**config.mk**
```make
export PLATFORM = sky130hd
export DESIGN_NAME = insn_fetch_unit
export DESIGN_NICKNAME = d
export VERILOG_FILES = /design/src/rtl/rv32i_fetch_pkg.sv /design/src/rtl/fetch_pc_reg.sv /design/src/rtl/insn_fetch_unit.sv
export SDC_FILE = /design/constraint.sdc
export NUM_CORES = 1
export LEC_CHECK = 0
export ABC_AREA = 1
export BUFFER_PORTS_ARGS = -buffer_cell sky130_fd_sc_hd__clkbuf_2
export CORE_ASPECT_RATIO = 0.9
export CORE_MARGIN = 2
export CORE_UTILIZATION = 40
export CTS_BUF_LIST = sky130_fd_sc_hd__clkbuf_4
export CTS_CLUSTER_SIZE = 12
export DETAILED_ROUTE_END_ITERATION = 8
export GPL_TIMING_DRIVEN = 0
export PLACE_DENSITY = 0.77
export SYNTH_ARGS = -nofsm -noshare
export SYNTH_HDL_FRONTEND = slang
export SYNTH_SLANG_ARGS = --single-unit
```
**constraint.sdc**
```tcl
create_clock -name clk -period 2.47 [get_ports clk]
set_input_delay 0.1235 -clock clk [delete_from_list [all_inputs] [get_ports clk]]
set_output_delay 0.1235 -clock clk [all_outputs]
set_load 0.005 [all_outputs]
```
**src/rtl/rv32i_fetch_pkg.sv**
```systemverilog
// rv32i_fetch_pkg: shared types and constants for the RV32I instruction fetch unit
//   fetch_state_e    FSM states BOOT, FETCH, EXEC, FAULT
//   DEF_RESET_PC     default PC loaded on reset
//   DEF_NOP_INSN     default instruction shown while nothing valid is held (ADDI x0,x0,0)
//   WORD_ALIGN_MASK  clears the byte offset of a 32-bit word address
package rv32i_fetch_pkg;

    typedef enum logic [1:0] {
        BOOT  = 2'd0,
        FETCH = 2'd1,
        EXEC  = 2'd2,
        FAULT = 2'd3
    } fetch_state_e;

    localparam logic [31:0] DEF_RESET_PC    = 32'h0000_0000;
    localparam logic [31:0] DEF_NOP_INSN    = 32'h0000_0013;
    localparam logic [31:0] WORD_ALIGN_MASK = 32'hFFFF_FFFC;

    function automatic logic [31:0] align_word(input logic [31:0] addr);
        return addr & WORD_ALIGN_MASK;
    endfunction

endpackage

```
**src/rtl/fetch_pc_reg.sv**
```systemverilog
// fetch_pc_reg: program counter register with async active-low reset and load enable
//   clk      in   core clock
//   reset_n  in   asynchronous active-low reset, loads RESET_PC
//   load     in   take pc_next on the next rising edge
//   pc_next  in   32-bit target address
//   pc       out  current program counter
// Build option FETCH_MISALIGN_CHECK_EN: when defined the target is loaded unmodified
// (the fault is raised by the parent); otherwise the byte offset is forced to zero.
module fetch_pc_reg
    import rv32i_fetch_pkg::*;
#(
    parameter logic [31:0] RESET_PC = DEF_RESET_PC
) (
    input  logic        clk,
    input  logic        reset_n,
    input  logic        load,
    input  logic [31:0] pc_next,
    output logic [31:0] pc
);

    logic [31:0] pc_d, pc_q, target;

`ifdef FETCH_MISALIGN_CHECK_EN
    assign target = pc_next;
`else
    assign target = align_word(pc_next);
`endif

    always_comb pc_d = load ? target : pc_q;

    always_ff @(posedge clk or negedge reset_n) begin
        if (!reset_n) pc_q <= RESET_PC;
        else          pc_q <= pc_d;
    end

    assign pc = pc_q;

endmodule

```
**src/rtl/insn_fetch_unit.sv**
```systemverilog
// insn_fetch_unit: RV32I fetch stage; owns PC and instruction register, fetches over req/ack
//   clk, reset_n          core clock, asynchronous active-low reset
//   imem_req/imem_addr    fetch request and word address (= pc), stable until imem_ack
//   imem_ack/imem_rdata   memory response
//   insn/insn_pc          held instruction and its address, feed the decoder
//   insn_valid            insn holds a fetched, not-yet-retired instruction
//   exec_done/pc_next     retire pulse and the next PC sampled with it
//   insn_count            retired-instruction counter, wraps silently
//   fault                 misaligned-target fault
// Build option FETCH_MISALIGN_CHECK_EN: when defined a misaligned pc_next on retire
// enters the terminal FAULT state; otherwise fault is tied to 0.
module insn_fetch_unit
    import rv32i_fetch_pkg::*;
#(
    parameter logic [31:0] RESET_PC = DEF_RESET_PC,
    parameter logic [31:0] NOP_INSN = DEF_NOP_INSN
) (
    input  logic        clk,
    input  logic        reset_n,
    output logic        imem_req,
    output logic [31:0] imem_addr,
    input  logic        imem_ack,
    input  logic [31:0] imem_rdata,
    output logic [31:0] insn,
    output logic [31:0] insn_pc,
    output logic        insn_valid,
    input  logic        exec_done,
    input  logic [31:0] pc_next,
    output logic [31:0] insn_count,
    output logic        fault
);

    fetch_state_e state_d, state_q;
    logic         req_d, req_q;
    logic         valid_d, valid_q;
    logic [31:0]  insn_d, insn_q;
    logic [31:0]  insn_pc_d, insn_pc_q;
    logic [31:0]  count_d, count_q;
    logic [31:0]  pc;
    logic         retire;
    logic         misaligned;

    // Events outside their own state are ignored by gating on the state here.
    assign retire = (state_q == EXEC) && exec_done;

`ifdef FETCH_MISALIGN_CHECK_EN
    assign misaligned = |pc_next[1:0];
`else
    assign misaligned = 1'b0;
`endif

    fetch_pc_reg #(.RESET_PC(RESET_PC)) u_pc (
        .clk     (clk),
        .reset_n (reset_n),
        .load    (retire),
        .pc_next (pc_next),
        .pc      (pc)
    );

    always_comb begin
        state_d   = state_q;
        req_d     = req_q;
        valid_d   = valid_q;
        insn_d    = insn_q;
        insn_pc_d = insn_pc_q;
        count_d   = count_q;
        case (state_q)
            BOOT: begin
                state_d = FETCH;
                req_d   = 1'b1;
            end
            FETCH: if (imem_ack) begin
                state_d   = EXEC;
                req_d     = 1'b0;
                valid_d   = 1'b1;
                insn_d    = imem_rdata;
                insn_pc_d = pc;
            end
            EXEC: if (exec_done) begin
                state_d = misaligned ? FAULT : FETCH;
                req_d   = !misaligned;
                valid_d = 1'b0;
                insn_d  = NOP_INSN;
                count_d = count_q + 32'd1;
            end
            default: state_d = state_q;
        endcase
    end

    always_ff @(posedge clk or negedge reset_n) begin
        if (!reset_n) begin
            state_q   <= BOOT;
            req_q     <= 1'b0;
            valid_q   <= 1'b0;
            insn_q    <= NOP_INSN;
            insn_pc_q <= RESET_PC;
            count_q   <= '0;
        end else begin
            state_q   <= state_d;
            req_q     <= req_d;
            valid_q   <= valid_d;
            insn_q    <= insn_d;
            insn_pc_q <= insn_pc_d;
            count_q   <= count_d;
        end
    end

    assign imem_req   = req_q;
    assign imem_addr  = pc;
    assign insn       = insn_q;
    assign insn_pc    = insn_pc_q;
    assign insn_valid = valid_q;
    assign insn_count = count_q;

`ifdef FETCH_MISALIGN_CHECK_EN
    assign fault = (state_q == FAULT);
`else
    assign fault = 1'b0;
`endif

endmodule

```
==> results.yml <==
clocking:
  cts.sinks: 127
  clk_transition_reported_paths_ns: 0.11
  cts_buffer_depth: 2
  cts_root_buf: "clkbuf_4"
  postCtsSetupRepairBufs: 0
  cts_tree: "built"
  htreeDepth: 4
  cts_buffers: 17
  clock_latency_ns: 0.54
die:
  fp.dieW_um: 125.2
  dieArea_um2: 14160
  ios: 199
  rows: 39
  core_area_um2: 12780
  initial_core_util_pct: 41.37
  die_h_um: 113.1
yosys:
  syn-instance-count: 542
  ys_seq_elements: 127
  syn_area_per_cell_um2: 9.758
  yosysSeqAreaShare_pct: 60.16
  ys_warn_count: 0
  syn_area_um2: 5289
  synth_cell_types: 28
critical_path:
  crit_type: "flip-flop to flip-flop"
  cp_common_cell: "inv_2"
  crit_path_start_kind: "flip-flop"
  worstPathCellList: "inv_2, nand3_2, inv_2, clkbuf_1, nand2_1, o21ai_0"
  path_delay_family: "buffers and inverters"
  critical_path.max_stage_delay_ns: 0.44
  worst-path-max-fanout: 10
  slowest_stage: "clkbuf_1"
  end_kind: "flip-flop"
  cp.required_ns: 2.92
  cp.arrival_ns: 2.06
  path_buf_inv: 3
pwr:
  ir_worst_vdd_v: 0.0004983
  leakage_uw: 0.003915
  p_total_uw: 7058
  power_density_nw_per_um2: 950.5
global_routing:
  grt_pass1_wl_mm: 23.43
  grt_antenna_before_repair: 0
  grt_start_max_net_pins: 73
  grt_pass1_vias: 4560
  grt_overflow_total: 0
  grtUsageTotal_pct: 21.10
placed_design:
  hpwl_mm: 9.827
  port_buffers: 191
  gp_congestion: 0.9191
route:
  first_pass_iters: 5
  drc: 0
  avgViaCountPerCell: 4.797
  num_vias: 4792
  routed_wl_mm: 14.59
  drt-initial-drc-count: 323
  ant_nets: 0
  avgRoutedWirePerCell_um: 14.60
sta:
  tightest_slew_ns: 0.5088
  setup_viol: 0
  fin_skew_ns: 0.01398
  timing.setup.tns_ns: 0
  slew_viol_final: 0
  fin_crit_ns: 1.611
  fin_crit_sh_pct: 65.23
  hold_violations: 0
  clock.fmax_mhz: 620.7
  rsz0062_at_grt: "false"
  relSlewSlack_pct: 66.08
run:
  cap_violations: 0
finish:
  layout-drive-gt1-share_pct: 30.22
  syn_to_final_growth_pct: 40.41
  nNetsFinal: 890
run_status:
  status: "completed"
min_path:
  hold_class: "primary input to flip-flop"
## Yosys cell counts
cell      count  area share (%)
dfstp_2       3             1.5
nand2_2       2            0.24
a21boi_0      1            0.14
inv_1        66             4.7
nand3_1      20             1.9
nor2_2        4            0.47
conb_1        1           0.071
nor3_4        1            0.31
nor2_4        4            0.85
nor2_1       26             1.8
nor3_1        4            0.38
nand3_2       1            0.19
xnor2_1      11             1.8
clkbuf_1     12            0.85
dfrtp_1     124              59
nand4_1      13             1.5
ha_1          1            0.24
buf_4         5            0.71
o22a_1        3            0.50
nor3_2        1            0.19
a22o_1       29             4.8
nor2_8        1            0.38
buf_2         6            0.57
xor2_1       11             1.8
nand2_1     126             8.9
o21ai_0      61             5.8
inv_2         3            0.21
buf_6         2            0.43
## per-layer routing
layer	track usage [%]	wire [um]	share of wire [%]	vias up
li1	-	-	-	2304
met1	28.30	6523	45	2256
met2	32.97	6869	47	207
met3	5.674	874	6.0	25
met4	8.370	321	2.2	0
met5	0	0	0	-
## final timing paths
kind	from	end	slack, ns	depth (start not counted)
setup / recovery	state_q[0]$_DFFE_PN0P_	u_pc.pc[29]$_DFFE_PN0P_	0.86	6
hold / removal	imem_ack	insn[1]$_DFFE_PN1P_	0.06	4
hold reg to reg	insn_pc[31]$_DFFE_PN0P_	insn_pc[31]$_DFFE_PN0P_	0.49	2
setup reg to reg	state_q[0]$_DFFE_PN0P_	u_pc.pc[29]$_DFFE_PN0P_	0.86	6
max in group asynchronous	reset_n	insn[1]$_DFFE_PN1P_	1.64	3
min in group asynchronous	reset_n	insn_count[21]$_DFFE_PN0P_	0.09	2
## kinds of logic after synthesis
family                   Yosys count  synth area share (%)
other                              1               0.07090
flip-flops                       127                 60.16
AND/OR/NAND/NOR                  203                 17.22
adder cells (fa/ha/maj)            1                0.2365
buffers and inverters             94                 7.452
AO/OA/AOI/OAI                     94                 11.21
XOR/XNOR                          22                 3.643
## report_power, final
group          switching, uW  leakage, uW  total [uW]  internal [uW]
sequential               465      0.00160        3300           2840
combinational           1210      0.00216        2300           1080
clock                    729     0.000159        1450            726
total                   2410      0.00392        7060           4650
## sequential cells by signal, indices dropped and copies added, names as in the netlist
| signal | flops |
|---|---|
| insn | 32 |
| insn_count | 32 |
| insn_pc | 30 |
| u_pc.pc | 30 |
| state_q | 2 |
| insn_valid | 1 |
## final cells by class
class | instances | area (um^2)
antenna | 1 | 2.502
buffer | 25 | 135.1
sequential | 127 | 3182
multi-input combinational | 325 | 1728
timing repair buffer | 256 | 1633
clock inverter | 11 | 123.9
tap | 164 | 205.2
clock buffer | 21 | 157.7
fill | 1084 | 5359
inverter | 69 | 259.0
## worst reg2reg max path: stages (launching register included)
cell	delay (ns)
dfrtp_1	0.41
inv_2	0.10
nand3_2	0.12
inv_2	0.24
clkbuf_1	0.44
nand2_1	0.12
o21ai_0	0.10
## layout by cell type (no fill, tap or decap), types with 2 or more instances in the layout
| cell | instances |
|---|---|
| buf_4 | 5 |
| nor3_1 | 4 |
| buf_6 | 2 |
| o21ai_0 | 61 |
| inv_1 | 66 |
| clkbuf_4 | 21 |
| nand2_2 | 2 |
| clkinv_2 | 3 |
| clkbuf_2 | 190 |
| clkbuf_1 | 12 |
| conb_1 | 5 |
| dfstp_2 | 3 |
| clkinv_1 | 5 |
| dfrtp_1 | 124 |
| dlygate4sd3_1 | 64 |
| xnor2_1 | 11 |
| nor2_2 | 4 |
| a22o_1 | 29 |
| nor2_4 | 4 |
| nand3_1 | 20 |
| nand2_1 | 126 |
| nor2_1 | 26 |
| o22a_1 | 3 |
| xor2_1 | 11 |
| inv_2 | 3 |
| nand4_1 | 13 |
| bufinv_16 | 3 |
| buf_2 | 6 |
## per-stage QoR
step	utilization, %	setup slack (ns)	std cells	hold slack [ns]	cell area (um^2)
after global routing	58.06	0.6656	998	0.06782	7423
after CTS	58.06	0.8043	998	0.02363	7423
after detailed placement	50.85	0.8276	902	0.1231	6501
after floorplan	-	1.086	546	-0.1721	5304
after global placement	50.57	-0.7124	901	0.3327	6465
final	58.08	0.8589	999	0.06463	7426
## repair_timing
action / 4_1_cts / 5_1_grt
hold endpoints to repair: 188 / 0
hold buffers: 64 / 0
gates resized for setup: 0 / 0
(Power assumes the default switching activity.)
